**config.mk**
```make
export PLATFORM = sky130hd
export DESIGN_NAME = pdm_mic_decim
export DESIGN_NICKNAME = d
export VERILOG_FILES = /design/src/rtl/pdm_mic_decim.sv
export SDC_FILE = /design/constraint.sdc
export NUM_CORES = 1
export LEC_CHECK = 0
export ABC_CLOCK_PERIOD_IN_PS = 5100
export CORE_UTILIZATION = 60
export DETAILED_ROUTE_END_ITERATION = 16
export GPL_TIMING_DRIVEN = 0
export PLACE_DENSITY_LB_ADDON = 0.1
export SETUP_SLACK_MARGIN = 0.4
export SLEW_MARGIN = 20
export SYNTH_ARGS = -nofsm -noshare
export SYNTH_HDL_FRONTEND = slang
export SYNTH_SLANG_ARGS = --single-unit
```
**constraint.sdc**
```tcl
create_clock -name clk -period 5.1 [get_ports clk]
set_input_delay 1.02 -clock clk [delete_from_list [all_inputs] [get_ports clk]]
set_output_delay 1.02 -clock clk [all_outputs]
set_load 0.02 [all_outputs]
```
**src/rtl/pdm_mic_decim.sv**
```systemverilog
// PDM microphone receiver: mic_clk divider, 2-flop data sync, integrate-and-dump decimator, one-deep output register.
// Optional build macro PDM_SIGNED_OUT_EN selects a signed, mid-scale-removed PCM word instead of the raw ones-count.
module pdm_mic_decim #(
  parameter int DIV_HALF = 1300,
  parameter int DECIM    = 64,
  parameter int SKIP     = 2,
  parameter int PCM_W    = $clog2(DECIM + 1)
) (
  input  logic             clk,
  input  logic             reset,
  input  logic             en,
  output logic             mic_clk,
  input  logic             mic_data,
  output logic [PCM_W-1:0] pcm_data,
  output logic             pcm_valid,
  input  logic             pcm_ready,
  output logic             overrun,
  input  logic             clear_ovr
);

  localparam int DIV_W  = $clog2(DIV_HALF);
  localparam int BC_W   = $clog2(DECIM);
  localparam int SKIP_W = (SKIP > 0) ? $clog2(SKIP + 1) : 1;

  localparam logic [DIV_W-1:0]  DIV_RELOAD = DIV_W'(DIV_HALF - 1);
  localparam logic [BC_W-1:0]   BC_LAST    = BC_W'(DECIM - 1);
  localparam logic [SKIP_W-1:0] SKIP_INIT  = SKIP_W'(SKIP);

  typedef enum logic [1:0] {
    IDLE   = 2'd0,
    SETTLE = 2'd1,
    RUN    = 2'd2
  } state_t;

  state_t            state_q, state_d;
  logic [DIV_W-1:0]  div_q, div_d;
  logic              mic_clk_q, mic_clk_d;
  logic              sync1_q, sync2_q;
  logic [BC_W-1:0]   bit_cnt_q, bit_cnt_d;
  logic [PCM_W-1:0]  acc_q, acc_d;
  logic [SKIP_W-1:0] skip_q, skip_d;
  logic [PCM_W-1:0]  pcm_data_q, pcm_data_d;
  logic              pcm_valid_q, pcm_valid_d;
  logic              overrun_q, overrun_d;

  logic              strobe;
  logic              word_done;
  logic              deliver;
  logic [PCM_W-1:0]  word;
  logic [PCM_W-1:0]  word_out;

  // Control and datapath: IDLE (or losing en) reloads everything, so a partial word never survives a restart.
  always_comb begin
    state_d   = state_q;
    div_d     = div_q;
    mic_clk_d = mic_clk_q;
    bit_cnt_d = bit_cnt_q;
    acc_d     = acc_q;
    skip_d    = skip_q;
    strobe    = 1'b0;
    word_done = 1'b0;
    deliver   = 1'b0;
    word      = acc_q + {{(PCM_W-1){1'b0}}, sync2_q};

    if (state_q == IDLE || !en) begin
      div_d     = DIV_RELOAD;
      mic_clk_d = 1'b0;
      bit_cnt_d = '0;
      acc_d     = '0;
      skip_d    = SKIP_INIT;
      if (state_q == IDLE) begin
        if (en) state_d = (SKIP > 0) ? SETTLE : RUN;
      end else begin
        state_d = IDLE;
      end
    end else begin
      if (div_q == '0) begin
        mic_clk_d = ~mic_clk_q;
        div_d     = DIV_RELOAD;
        strobe    = mic_clk_q;
      end else begin
        div_d = div_q - DIV_W'(1);
      end

      if (strobe) begin
        if (bit_cnt_q == BC_LAST) begin
          word_done = 1'b1;
          acc_d     = '0;
          bit_cnt_d = '0;
        end else begin
          acc_d     = word;
          bit_cnt_d = bit_cnt_q + BC_W'(1);
        end
      end

      // Settling words are counted down and thrown away, including the one that finishes the count.
      if (word_done) begin
        if (state_q == SETTLE) begin
          skip_d = skip_q - SKIP_W'(1);
          if (skip_q == SKIP_W'(1)) state_d = RUN;
        end else begin
          deliver = 1'b1;
        end
      end
    end
  end

`ifdef PDM_SIGNED_OUT_EN
  assign word_out = word - PCM_W'(DECIM / 2);
`else
  assign word_out = word;
`endif

  // Single output register: newest word always wins; losing an unread word flags overrun.
  always_comb begin
    pcm_data_d  = pcm_data_q;
    pcm_valid_d = pcm_valid_q;
    overrun_d   = overrun_q;

    if (deliver) begin
      pcm_data_d  = word_out;
      pcm_valid_d = 1'b1;
    end else if (pcm_valid_q && pcm_ready) begin
      pcm_valid_d = 1'b0;
    end

    if (deliver && pcm_valid_q && !pcm_ready) begin
      overrun_d = 1'b1;
    end else if (clear_ovr) begin
      overrun_d = 1'b0;
    end
  end

  always_ff @(posedge clk) begin
    if (!reset) begin
      state_q     <= IDLE;
      div_q       <= DIV_RELOAD;
      mic_clk_q   <= 1'b0;
      sync1_q     <= 1'b0;
      sync2_q     <= 1'b0;
      bit_cnt_q   <= '0;
      acc_q       <= '0;
      skip_q      <= SKIP_INIT;
      pcm_data_q  <= '0;
      pcm_valid_q <= 1'b0;
      overrun_q   <= 1'b0;
    end else begin
      state_q     <= state_d;
      div_q       <= div_d;
      mic_clk_q   <= mic_clk_d;
      sync1_q     <= mic_data;
      sync2_q     <= sync1_q;
      bit_cnt_q   <= bit_cnt_d;
      acc_q       <= acc_d;
      skip_q      <= skip_d;
      pcm_data_q  <= pcm_data_d;
      pcm_valid_q <= pcm_valid_d;
      overrun_q   <= overrun_d;
    end
  end

  assign mic_clk   = mic_clk_q;
  assign pcm_data  = pcm_data_q;
  assign pcm_valid = pcm_valid_q;
  assign overrun   = overrun_q;

endmodule

```
==> results of run 1 <==
-- cell usage in the layout (no fill, tap or decap), drive strengths merged --
master	Yosys	routed
and3b	1	1
and4	1	1
nor4	3	3
clkdlybuf4s50	0	14
o31ai	2	2
o31a	1	1
nand3b	1	1
o21ai	4	4
nand2b	2	2
nor4b	1	1
and4b	1	1
ha	6	6
o32ai	1	1
a32o	3	3
and2	4	4
mux2i	4	4
clkinvlp	0	1
or4	8	8
o211ai	2	2
nand2	30	30
and3	4	4
nand4	2	2
buf	3	3
nor2	12	12
or3	1	1
a41o	3	3
a21oi	19	19
bufinv	0	1
a211o	1	1
o21a	1	1
clkinv	0	1
o22ai	2	2
dfxtp	40	40
nor3	4	4
nand3	10	10
xor2	6	6
clkbuf	6	11
inv	7	7
xnor2	8	8
-- cells in the mapped netlist, types with 2 or more instances --
cell / n / area share
o22ai_1: 2 / 0.0068
o21ai_0: 3 / 0.0082
nor4_4: 2 / 0.023
inv_1: 7 / 0.014
nand3_2: 2 / 0.011
o211ai_1: 2 / 0.0082
clkbuf_1: 6 / 0.012
nor2_1: 12 / 0.025
a41o_1: 3 / 0.016
ha_1: 6 / 0.041
nand2_1: 30 / 0.061
and3_1: 4 / 0.014
and2_1: 3 / 0.010
a32o_1: 3 / 0.016
dfxtp_1: 40 / 0.44
a21oi_1: 19 / 0.052
mux2i_1: 4 / 0.022
o31ai_1: 2 / 0.0082
nand3_1: 8 / 0.022
xor2_1: 6 / 0.029
nand2b_1: 2 / 0.0068
or4_1: 8 / 0.033
nand4_1: 2 / 0.0068
buf_2: 2 / 0.0055
nor3_1: 4 / 0.011
xnor2_1: 8 / 0.038
-- routing by layer --
layer,vias up,global-route usage,wire [um]
li1,773,-,-
met1,732,0.328,1650
met2,42,0.437,1860
met3,7,0.0522,210
met4,0,0.160,74
met5,-,0,0
-- cell families after synthesis --
logic type | count (synthesis)
AOI/OAI and AO/OA | 39
xor gates and xnor gates | 14
adders and majority gates | 6
buffers and inverters | 16
DFF | 40
muxes | 4
and+or+nand+nor | 85
-- stage by stage --
stage	util	hold WS [ns]	std cells	area, sq um
2_1_floorplan	-	0.398	204	1830
3_3_place_gp	0.711	0.425	249	2010
3_5_place_dp	0.711	0.432	249	2010
4_1_cts	0.739	0.462	257	2090
5_1_grt	0.739	0.482	257	2090
6_report	0.739	0.459	257	2090
-- flip-flops by register name, summed over array words and instances (netlist names) --
signal,count
div_q,11
acc_q,7
pcm_data,7
bit_cnt_q,6
skip_q,2
state_q,2
mic_clk,1
overrun,1
pcm_valid,1
sync1_q,1
sync2_q,1
-- where the power goes --
part / switching, mW / leakage [nW] / internal (mW)
combinational: 0.00670 / 0.421 / 0.00505
clock: 0.108 / 0.0412 / 0.102
sequential: 0.00101 / 0.323 / 0.314
-- area by class of cell --
class                      instances  area, sq um  share of cell area
sequential                        40          801               0.383
clock inverter                     3         42.5              0.0203
clock buffer                       5         37.5              0.0180
multi-input combinational        148          961               0.460
tap                               31         38.8              0.0186
inverter                           7         26.3              0.0126
buffer                             9         43.8              0.0209
timing repair buffer              14          140              0.0670
-- final timing paths --
kind / slack (ns) / depth (start not counted) / endpoint
max: 2.62 / 1 / mic_clk
min reg2reg: 0.46 / 1 / sync2_q$_SDFF_PN0_
min: 0.46 / 1 / sync2_q$_SDFF_PN0_
max reg2reg: 3.14 / 8 / bit_cnt_q[4]$_SDFFE_PP0N_
==> key figures, run 1 <==
Run status
  – Status: finished, violations left
  – Violated checks: DRC

Timing
  – Final Hold Fails: 0
  – Max-slew violations: 0
  – Clock skew: 0.0113 ns
  – Worst-Margin Slew: 0.681 ns
  – Unrepaired setup endpoints after global routing: false
  – Crit share post-route: 0.487
  – Final Worst Setup Slack: 2.62 ns
  – Highest clock rate: 402 MHz
  – Slew HR: 0.546
  – Period minus WS final: 2.48 ns
  – Setup violators final: 0
  – TNS Setup: 0 ns

Worst setup path
  – WP data required: 4.08 ns
  – CP max-delay cell: clkdlybuf4s50_1
  – CP Buf/Inv Count: 1
  – Worst setup EP type: output pin
  – Worst Setup SP: mic_clk$_SDFFE_PP0N_
  – CP top delay family: buffers and inverters
  – Worst EP arrival: 1.46 ns
  – Critical Path Fanout Max: 5
  – Slowest stage delay, CP: 0.64 ns
  – Critical Setup Path Class: reg2out
  – Crit start category: register
  – Crit path cell chain: clkdlybuf4s50_1
  – Reg2reg start: div_q[0]$_SDFF_PP1_

Clock network
  – Clock Tree Root: clkbuf_4
  – Clk sinks: 40
  – Htree depth: 2
  – CTS Buf Count: 5
  – Postcts setup bufs: 0
  – Clk slew on worst S/H paths: 0.13 ns
  – TritonCTS clock tree: done
  – Maximum root-to-sink buffer count: 2
  – Post_cts resized: 0
  – Worst skew pair latency: 0.36 ns
  – # hold bufs at CTS: 0

Synth
  – Cells after Synth: 204
  – Net Count, Synth: 216
  – Yosys warns: 0
  – Netlist cell types: 40
  – Number of synthesized flops with an enable pin: 0
  – Largest family of logic cells by synthesized area: simple AND/OR/NAND/NOR gates
  – Syn_area_per_cell: 8.98 sq um
  – Sequential share of the synthesized area: 0.437
  – Yosys reg bits: 40
  – Multiplexer share of the synthesized area: 0.0219
  – Synth Area in Compound Gates: 0.137
  – Synth Area in Adders: 0.0410
  – Asr flop ratio synth: 0
  – Post-Syn Area: 1830 sq um
  – Main synth FF type: dfxtp_1
  – Simple-Gate Fraction of Synth Area: 0.258
  – Post-Synth XOR/XNOR Area: 0.0669

Route
  – DR WL/cell: 14.8 um
  – Vias/cell: 6.05
  – Vias post-DR: 1554
  – DRC: 2
  – Post-Route WL: 3800 um
  – ANT nets after route: 0
  – 1st-pass router iterations: 10
  – Initial DRC Count: 87

Floorplan
  – Die Width: 57.3 um
  – Die Span Y: 57.3 um
  – I/O pin total: 16
  – Die area: 3280 sq um
  – Initial core utilization: 0.648
  – Row count: 19
  – Core ar.: 2830 sq um

Layout
  – Layout cell share with drive strength beyond 1: 0.0664
  – Layout area overhead: 14.1%
  – Fillers: 226
  – Nets: 237
  – Ant. Diodes: 0

Worst hold path
  – Hold_sp: sync1_q$_SDFF_PN0_
  – Worst Hold Class: reg2reg

Power
  – Max rail drop VDD: 0.202 mV
  – Pwr Density: 257 nW/um^2
  – Total Power: 0.537 mW
  – P_leak: 0.785 nW

Global route
  – GR Overflow Total: 0
  – First-pass GRT wire length: 6670 um
  – Vias in the first global route: 1534
  – Largest net degree at the start of global routing: 14
  – Gr usage total: 0.268
  – Initial antenna violation count: 0

Place
  – GP Congestion: 0.762
  – Pre-CTS setup slack: 2.39 ns
  – Post-DP HPWL: 2730 um
  – # port buffers: 14

Run
  – Max-cap violations: 0
Power figures use the tool's default switching activity.
==> run 2: changes to the inputs <==
--- a/config.mk
+++ b/config.mk
@@ -5,8 +5,8 @@
 export SDC_FILE = /design/constraint.sdc
 export NUM_CORES = 1
 export LEC_CHECK = 0
-export ABC_CLOCK_PERIOD_IN_PS = 5100
-export CORE_UTILIZATION = 60
+export ABC_CLOCK_PERIOD_IN_PS = 2200
+export CORE_UTILIZATION = 51
 export DETAILED_ROUTE_END_ITERATION = 16
 export GPL_TIMING_DRIVEN = 0
 export PLACE_DENSITY_LB_ADDON = 0.1
==> constraint.sdc (replaced) <==
create_clock -name clk -period 2.2 [get_ports clk]
set_input_delay 0.44 -clock clk [delete_from_list [all_inputs] [get_ports clk]]
set_output_delay 0.44 -clock clk [all_outputs]
set_load 0.02 [all_outputs]
==> run 2 against run 1 <==
  * Final cell count increased by 8.6%
  * Die area increased by 17%
  * Critical path type is now in2reg
  * Sequential cell count unchanged
  * Sequential share of layout area decreased by 2.0 points
  * Clock power increased to 2.6 times the previous value
  * Largest power group unchanged
  * The flow now finishes without violations
  * Worst hold slack got worse by 0.0097 ns
  * Largest cell class unchanged
  * Critical path depth increased by 4
  * Global-route usage decreased by 4.8 points
==> key figures, run 2 (synthesized netlist as in run 1, its figures left out) <==
Run status
  – Status: finished clean

Layout
  – Final Cell Area: 2250 sq um (+7.5%)
  – Layout area overhead: 22.7%
  – Most common cell after layout, fill and taps aside: dfxtp_1
  – Fillers: 280 (+24%)
  – Non-filler cells, final: 279 (+8.6%)
  – Reg with most FFs: div_q
  – Most frequent cells in the layout: dfxtp_1 (33), nand2_1 (30), a21oi_1 (17), nor2_1 (12)
  – Nets: 244 (+3.0%)
  – Fin util: 0.663 (-0.0757)
  – Ant. Diodes: 0 (unchanged)
  – Largest register FFs: 11 (unchanged)
  – Layout cell share with drive strength beyond 1: 0.167 (+0.101)

Place
  – Post-DP Area: 2030 sq um (+0.93%)
  – Post-DP HPWL: 2770 um (+1.2%)
  – GP Congestion: 0.791 (+3.8%)
  – Placed cells: 264 (+6.0%)
  – # port buffers: 14 (unchanged)

Power
  – Max rail drop VDD: 0.413 mV (+100%)
  – Clock power share: 0.417 (+0.025)
  – Comb pwr share: 0.024 (+0.002)
  – Switching power: 0.259 mW (+120%)
  – Power Internal: 1.04 mW (+150%)
  – Net Sw Frac: 0.200 (-0.0161)
  – Sequential share of power: 0.559 (-0.027)
  – Total Power: 1.30 mW (+140%)
  – Pwr Density: 577 nW/um^2 (+120%)
  – P_leak: 0.943 nW (+20%)

Timing
  – Worst-Margin Slew: 0.528 ns (-0.153 ns)
  – Unrepaired setup endpoints after global routing: true
  – Period minus WS final: 1.75 ns
  – Clock skew: 0.00305 ns (-0.00826 ns)
  – Slew HR: 0.646 (+0.101)
  – Max-slew violations: 0 (unchanged)
  – Highest clock rate: 570 MHz
  – TNS Setup: 0 ns (unchanged)
  – Final Hold Fails: 0 (unchanged)
  – Crit share post-route: 0.798
  – Setup violators final: 0 (unchanged)

Global route
  – Met1 Usage GRT: 0.259 (-0.0694)
  – Initial antenna violation count: 0 (unchanged)
  – Largest net degree at the start of global routing: 13 (-1)
  – Met3 usage: 0.0497 (-0.00246)
  – GR peak layer: met2
  – GR Overflow Total: 0 (unchanged)
  – Met2 Resource Use GR: 0.378 (-0.0591)
  – Gr usage total: 0.220 (-0.0481)
  – First-pass GRT wire length: 6010 um (-9.8%)
  – Vias in the first global route: 1365 (-11%)

Worst hold path
  – Worst Hold Class: reg2reg
  – Hold_sp: sync1_q$_SDFF_PN0_
  – Hold Path End: sync2_q$_SDFF_PN0_
  – Hold path cells: 1 (unchanged)

Clock network
  – Clk slew on worst S/H paths: 0.11 ns (-0.02 ns)
  – # hold bufs at CTS: 0 (unchanged)
  – Maximum root-to-sink buffer count: 2 (unchanged)
  – Clk sinks: 40 (unchanged)
  – Htree depth: 2 (unchanged)
  – Clock Tree Root: clkbuf_4
  – Worst skew pair latency: 0.35 ns (about the same)
  – CTS Buf Count: 5 (unchanged)
  – TritonCTS clock tree: done

Worst setup path
  – CP max-delay cell: clkdlybuf4s50_1
  – Slowest stage delay, CP: 0.51 ns (-0.13 ns)
  – Worst EP arrival: 2.05 ns (+0.59 ns)
  – Reg2Reg Setup Slack: 0.48 ns (-2.66 ns)
  – Reg2reg start: div_q[1]$_SDFF_PP1_
  – Crit path cell chain: clkdlybuf4s50_1 > o211ai_1 > buf_4 > or4_1 > o21ai_1
  – Crit start category: primary input
  – WP data required: 2.49 ns (-1.59 ns)
  – Critical Path Fanout Max: 6 (+1)
  – Worst setup EP type: register
  – Critical Setup Path Class: in2reg
  – CP top delay family: buffers and inverters
  – Worst r2r dst: skip_q[0]$_SDFFE_PP0P_
  – Reg2Reg Depth: 7 (-1)
  – CP Buf/Inv Count: 2 (+1)

Floorplan
  – Row count: 21 (+2)
  – Die area: 3840 sq um (+17%)
  – Core ar.: 3390 sq um (+20%)
  – Die Span Y: 61.9 um (+8.2%)
  – Die Width: 61.9 um (+8.2%)
  – Initial core utilization: 0.540 (-0.107)
  – I/O pin total: 16 (unchanged)

Route
  – DR WL/cell: 14.2 um (-4.1%)
  – Initial DRC Count: 62 (-29%)
  – 1st-pass router iterations: 4 (-6)
  – Vias/cell: 5.58 (-7.6%)
  – Vias post-DR: 1558 (+0.26%)
  – Post-Route WL: 3950 um (+4.1%)
  – ANT nets after route: 0 (unchanged)
  – DRC: 0 (-2)

Run
  – Max-cap violations: 0 (unchanged)
-- run 2: worst max path at each step --
| stage | depth (start not counted) | slack, ns | startpoint | endpoint |
|---|---|---|---|---|
| 3_3_place_gp | 5 | 0.05 | en | div_q[3]$_SDFF_PP0_ |
| 3_5_place_dp | 5 | 0.04 | en | div_q[5]$_SDFF_PP0_ |
| 2_1_floorplan | 6 | 0.55 | bit_cnt_q[0]$_SDFFE_PP0N_ | overrun$_SDFFE_PN0P_ |
| 5_1_grt | 6 | 0.38 | bit_cnt_q[0]$_SDFFE_PP0N_ | overrun$_SDFFE_PN0P_ |
| 4_1_cts | 6 | 0.38 | bit_cnt_q[0]$_SDFFE_PP0N_ | overrun$_SDFFE_PN0P_ |
| 6_report | 5 | 0.45 | en | bit_cnt_q[5]$_SDFFE_PP0N_ |
-- run 2: power groups by stage --
| stage | Clock (mW) | Combinational [mW] | Sequential (mW) |
|---|---|---|---|
| 6_report | 0.542 | 0.0307 | 0.726 |
| 4_1_cts | 0.549 | 0.0279 | 0.730 |
| 5_1_grt | 0.579 | 0.0337 | 0.726 |
| 2_1_floorplan | 0 | 0.0148 | 0.745 |
| 3_5_place_dp | 0 | 0.0273 | 0.746 |
| 3_3_place_gp | 0 | 0.0262 | 0.746 |
-- run 2: routing by layer --
layer  part of all wire  vias up
li1                   -      786
met1               0.44      737
met2               0.51       25
met3              0.030       10
met4              0.021        0
met5                  0        -
-- run 2: worst reg2reg max path, stage by stage, from the launching register on --
cell and delay [ns]:
dfxtp_1 0.37, inv_1 0.10, ha_1 0.15, and3b_2 0.22, nand3_4 0.09, buf_6 0.13
or4_4 0.47, a21oi_2 0.12
-- run 2: layout make-up --
cell class,count,area [sq um],share of cell area
Inverter,7,26.3,0.0117
Buffer,9,52.6,0.0234
Tap cell,46,57.6,0.0256
Timing Repair Buffer,21,201,0.0896
Multi-Input combinational cell,148,998,0.444
Clock inverter,1,30.0,0.0134
Clock buffer,7,65.1,0.0289
Sequential cell,40,817,0.363
-- run 2: repair_timing --
action | CTS | global route
setup buffers | 1 | 5
gates resized for setup | 5 | 29
endpoints found under the setup margin | 20 | 26
pin swaps | 1 | 4
cloned | 0 | 1
-- run 2: through the flow --
step	hold slack, ns	worst slack (ns)
6_report	0.450	0.445
5_1_grt	0.470	0.384
4_1_cts	0.442	0.382
3_5_place_dp	0.427	0.0353
3_3_place_gp	0.431	0.0523
2_1_floorplan	0.398	0.551
==> run 3: changes to the inputs <==
--- a/config.mk
+++ b/config.mk
@@ -5,7 +5,7 @@
 export SDC_FILE = /design/constraint.sdc
 export NUM_CORES = 1
 export LEC_CHECK = 0
-export ABC_CLOCK_PERIOD_IN_PS = 2200
+export ABC_CLOCK_PERIOD_IN_PS = 1530
 export CORE_UTILIZATION = 51
 export DETAILED_ROUTE_END_ITERATION = 16
 export GPL_TIMING_DRIVEN = 0
==> constraint.sdc (replaced) <==
create_clock -name clk -period 1.53 [get_ports clk]
set_input_delay 0.306 -clock clk [delete_from_list [all_inputs] [get_ports clk]]
set_output_delay 0.306 -clock clk [all_outputs]
set_load 0.02 [all_outputs]
==> run 3 against run 2 <==
  * The run now ends with setup timing left
  * Clock-buffer cell count shrank 1
  * Total power grew 28%
  * Via count grew 10%
  * First-iteration DRC count grew 34%
  * Sequential share of layout area shrank 4.3 points
  * Cell area grew 16%
  * Sequential cell count is the same
  * Critical path depth grew 1
  * Wire length grew 22%
  * Register-to-register slack lost 0.77 ns
  * Final cell count grew 6.8%
  * Non-clock buffer count grew 19
  * Critical endpoint is now bit_cnt_q[4]$_SDFFE_PP0N_
==> key figures, run 3 (synthesized netlist as in run 1, its figures left out) <==
Global route
  – Met1 Usage GRT: 0.317 (+0.0584)
  – GR peak layer: met2
  – Vias in the first global route: 1536 (+13%)
  – Largest net degree at the start of global routing: 13 (unchanged)
  – Initial antenna violation count: 0 (unchanged)
  – Met2 Resource Use GR: 0.421 (+0.0430)
  – First-pass GRT wire length: 7060 um (+17%)
  – GR Overflow Total: 0 (unchanged)
  – Met3 usage: 0.0621 (+0.0124)
  – Gr usage total: 0.258 (+0.0384)

Power
  – Comb pwr share: 0.032 (+0.008)
  – Switching power: 0.384 mW (+48%)
  – Sequential share of power: 0.625 (+0.066)
  – Pwr Density: 635 nW/um^2 (+10%)
  – Power Internal: 1.28 mW (+23%)
  – Net Sw Frac: 0.231 (+0.0312)
  – Clock power share: 0.343 (-0.074)
  – Max rail drop VDD: 0.459 mV (+11%)
  – P_leak: 0.985 nW (+4.5%)
  – Total Power: 1.66 mW (+28%)

Worst setup path
  – Worst setup EP type: register
  – CP max-delay cell: nor4_4
  – Critical Setup Path Class: reg2reg
  – Reg2reg start: div_q[3]$_SDFF_PP0_
  – Worst EP arrival: 2.12 ns (+0.07 ns)
  – Critical Path Fanout Max: 6 (unchanged)
  – Crit path cell chain: nor4_4 > nand3_4 > buf_6 > buf_4 > or4_1 > nand2_1
  – WP data required: 1.83 ns (-0.66 ns)
  – Reg2Reg Setup Slack: -0.29 ns (-0.77 ns)
  – Crit start category: register
  – Slowest stage delay, CP: 0.46 ns (-0.05 ns)
  – Worst r2r dst: bit_cnt_q[4]$_SDFFE_PP0N_
  – Reg2Reg Depth: 6 (-1)

Run status
  – Status: finished, violations left
  – Violated checks: setup timing

Floorplan
  – Die area: 3840 sq um (unchanged)
  – Core ar.: 3390 sq um (unchanged)
  – Die Span Y: 61.9 um (unchanged)
  – I/O pin total: 16 (unchanged)
  – Row count: 21 (unchanged)
  – Initial core utilization: 0.540 (unchanged)
  – Die Width: 61.9 um (unchanged)

Place
  – GP Congestion: 0.754 (-4.6%)
  – Post-DP HPWL: 2830 um (+2.4%)
  – # port buffers: 14 (unchanged)
  – Pre-CTS setup slack: -0.320 ns (-0.356 ns)
  – Placed cells: 264 (unchanged)

Timing
  – Hold_ws: 0.376 ns (-0.0736 ns)
  – TNS Setup: -5.95 ns (-5.95 ns)
  – Crit share post-route: 1.19
  – Clock skew: 0.0130 ns (+0.00996 ns)
  – Highest clock rate: 550 MHz
  – Unrepaired setup endpoints after global routing: true
  – Final Worst Setup Slack: -0.289 ns (-0.734 ns)
  – Slew HR: 0.625 (-0.0211)
  – Worst-Margin Slew: 0.559 ns (+0.0315 ns)
  – Final Hold Fails: 0 (unchanged)
  – Setup violators final: 38 (+38)
  – Max-slew violations: 0 (unchanged)
  – Period minus WS final: 1.82 ns

Route
  – DRC: 0 (unchanged)
  – Post-Route WL: 4830 um (+22%)
  – Initial DRC Count: 83 (+34%)
  – Vias post-DR: 1720 (+10%)
  – 1st-pass router iterations: 4 (unchanged)
  – ANT nets after route: 0 (unchanged)
  – DR WL/cell: 16.2 um (+14%)
  – Vias/cell: 5.77 (+3.4%)

Layout
  – Most common cell after layout, fill and taps aside: nand2_1
  – Reg with most FFs: div_q
  – Layout cell share with drive strength beyond 1: 0.448 (+0.281)
  – Ant. Diodes: 0 (unchanged)
  – Layout area overhead: 42.8%
  – Most frequent cells in the layout: nand2_1 (27), buf_6 (21), dfxtp_1 (20), buf_4 (16), dfxtp_2 (15)
  – Largest register FFs: 11 (unchanged)
  – Fillers: 188 (-33%)
  – Nets: 263 (+7.8%)
  – Non-filler cells, final: 298 (+6.8%)

Run
  – Max-cap violations: 0 (unchanged)

Clock network
  – Clk slew on worst S/H paths: 0.12 ns (about the same)
  – Worst skew pair latency: 0.36 ns (about the same)
  – TritonCTS clock tree: done
  – Maximum root-to-sink buffer count: 2 (unchanged)
  – Clk sinks: 40 (unchanged)
  – CTS Buf Count: 5 (unchanged)
  – # hold bufs at CTS: 0 (unchanged)
  – Clock Tree Root: clkbuf_4
  – Htree depth: 2 (unchanged)

Worst hold path
  – Hold path cells: 3 (+2)
  – Hold_sp: reset
  – Hold Path End: pcm_data[1]$_SDFFE_PN0P_
  – Worst Hold Class: in2reg
## run 3: timing repair
action                     4_1_cts  5_1_grt
resized for setup               92       32
setup buffers                   19        5
setup endpoints to repair       48       48
gates cloned                     2        0
pin swaps                        9       22
## run 3: power by group through the flow
stage	clock network, mW	logic, mW	registers, mW
finish	0.570	0.0528	1.04
CTS	0.575	0.0495	1.04
floorplan	0	0.0243	1.07
global placement	0	0.0404	1.07
detailed placement	0	0.0422	1.07
global route	0.626	0.0565	1.04
## run 3: critical path: cells and delay by family, from the launching register on
kind | cells | cell delay (ns)
DFF | 1 | 0.37
buffers and inverters | 2 | 0.31
and+or+nand+nor | 4 | 1.09
## run 3: worst max path at each step
| stage | startpoint | to | slack, ns | cells after the start |
|---|---|---|---|---|
| finish | div_q[3]$_SDFF_PP0_ | bit_cnt_q[4]$_SDFFE_PP0N_ | -0.29 | 6 |
| floorplan | div_q[4]$_SDFF_PP1_ | skip_q[0]$_SDFFE_PP0P_ | -0.06 | 5 |
| detailed placement | en | bit_cnt_q[5]$_SDFFE_PP0N_ | -0.32 | 4 |
| global placement | en | bit_cnt_q[5]$_SDFFE_PP0N_ | -0.29 | 4 |
| global route | div_q[7]$_SDFF_PP0_ | overrun$_SDFFE_PN0P_ | -0.31 | 6 |
| CTS | div_q[3]$_SDFF_PP0_ | skip_q[0]$_SDFFE_PP0P_ | -0.18 | 5 |
## run 3: layer usage
metal,part of all wire,vias to the layer above,wire length (um)
li1,-,822,-
met1,0.40,825,1920
met2,0.52,62,2520
met3,0.058,11,281
met4,0.021,0,101
met5,0,-,0
## run 3: cell type report
class	count	area, sq um	share of cell area
multi-input cells	148	1150	0.439
flip-flops and latches	40	838	0.320
repair buffers	40	383	0.146
plain buffers	9	101	0.0387
well taps	46	57.6	0.0220
clock buffers	6	51.3	0.0196
inverters	7	26.3	0.0100
clock inverters	2	10.0	0.00383
## run 3: stage by stage
step                      utilization  area, sq um
after floorplan                     -         1960
after global placement          0.635         2150
after detailed placement        0.635         2150
after CTS                       0.733         2490
after global routing            0.772         2620
final                           0.772         2620
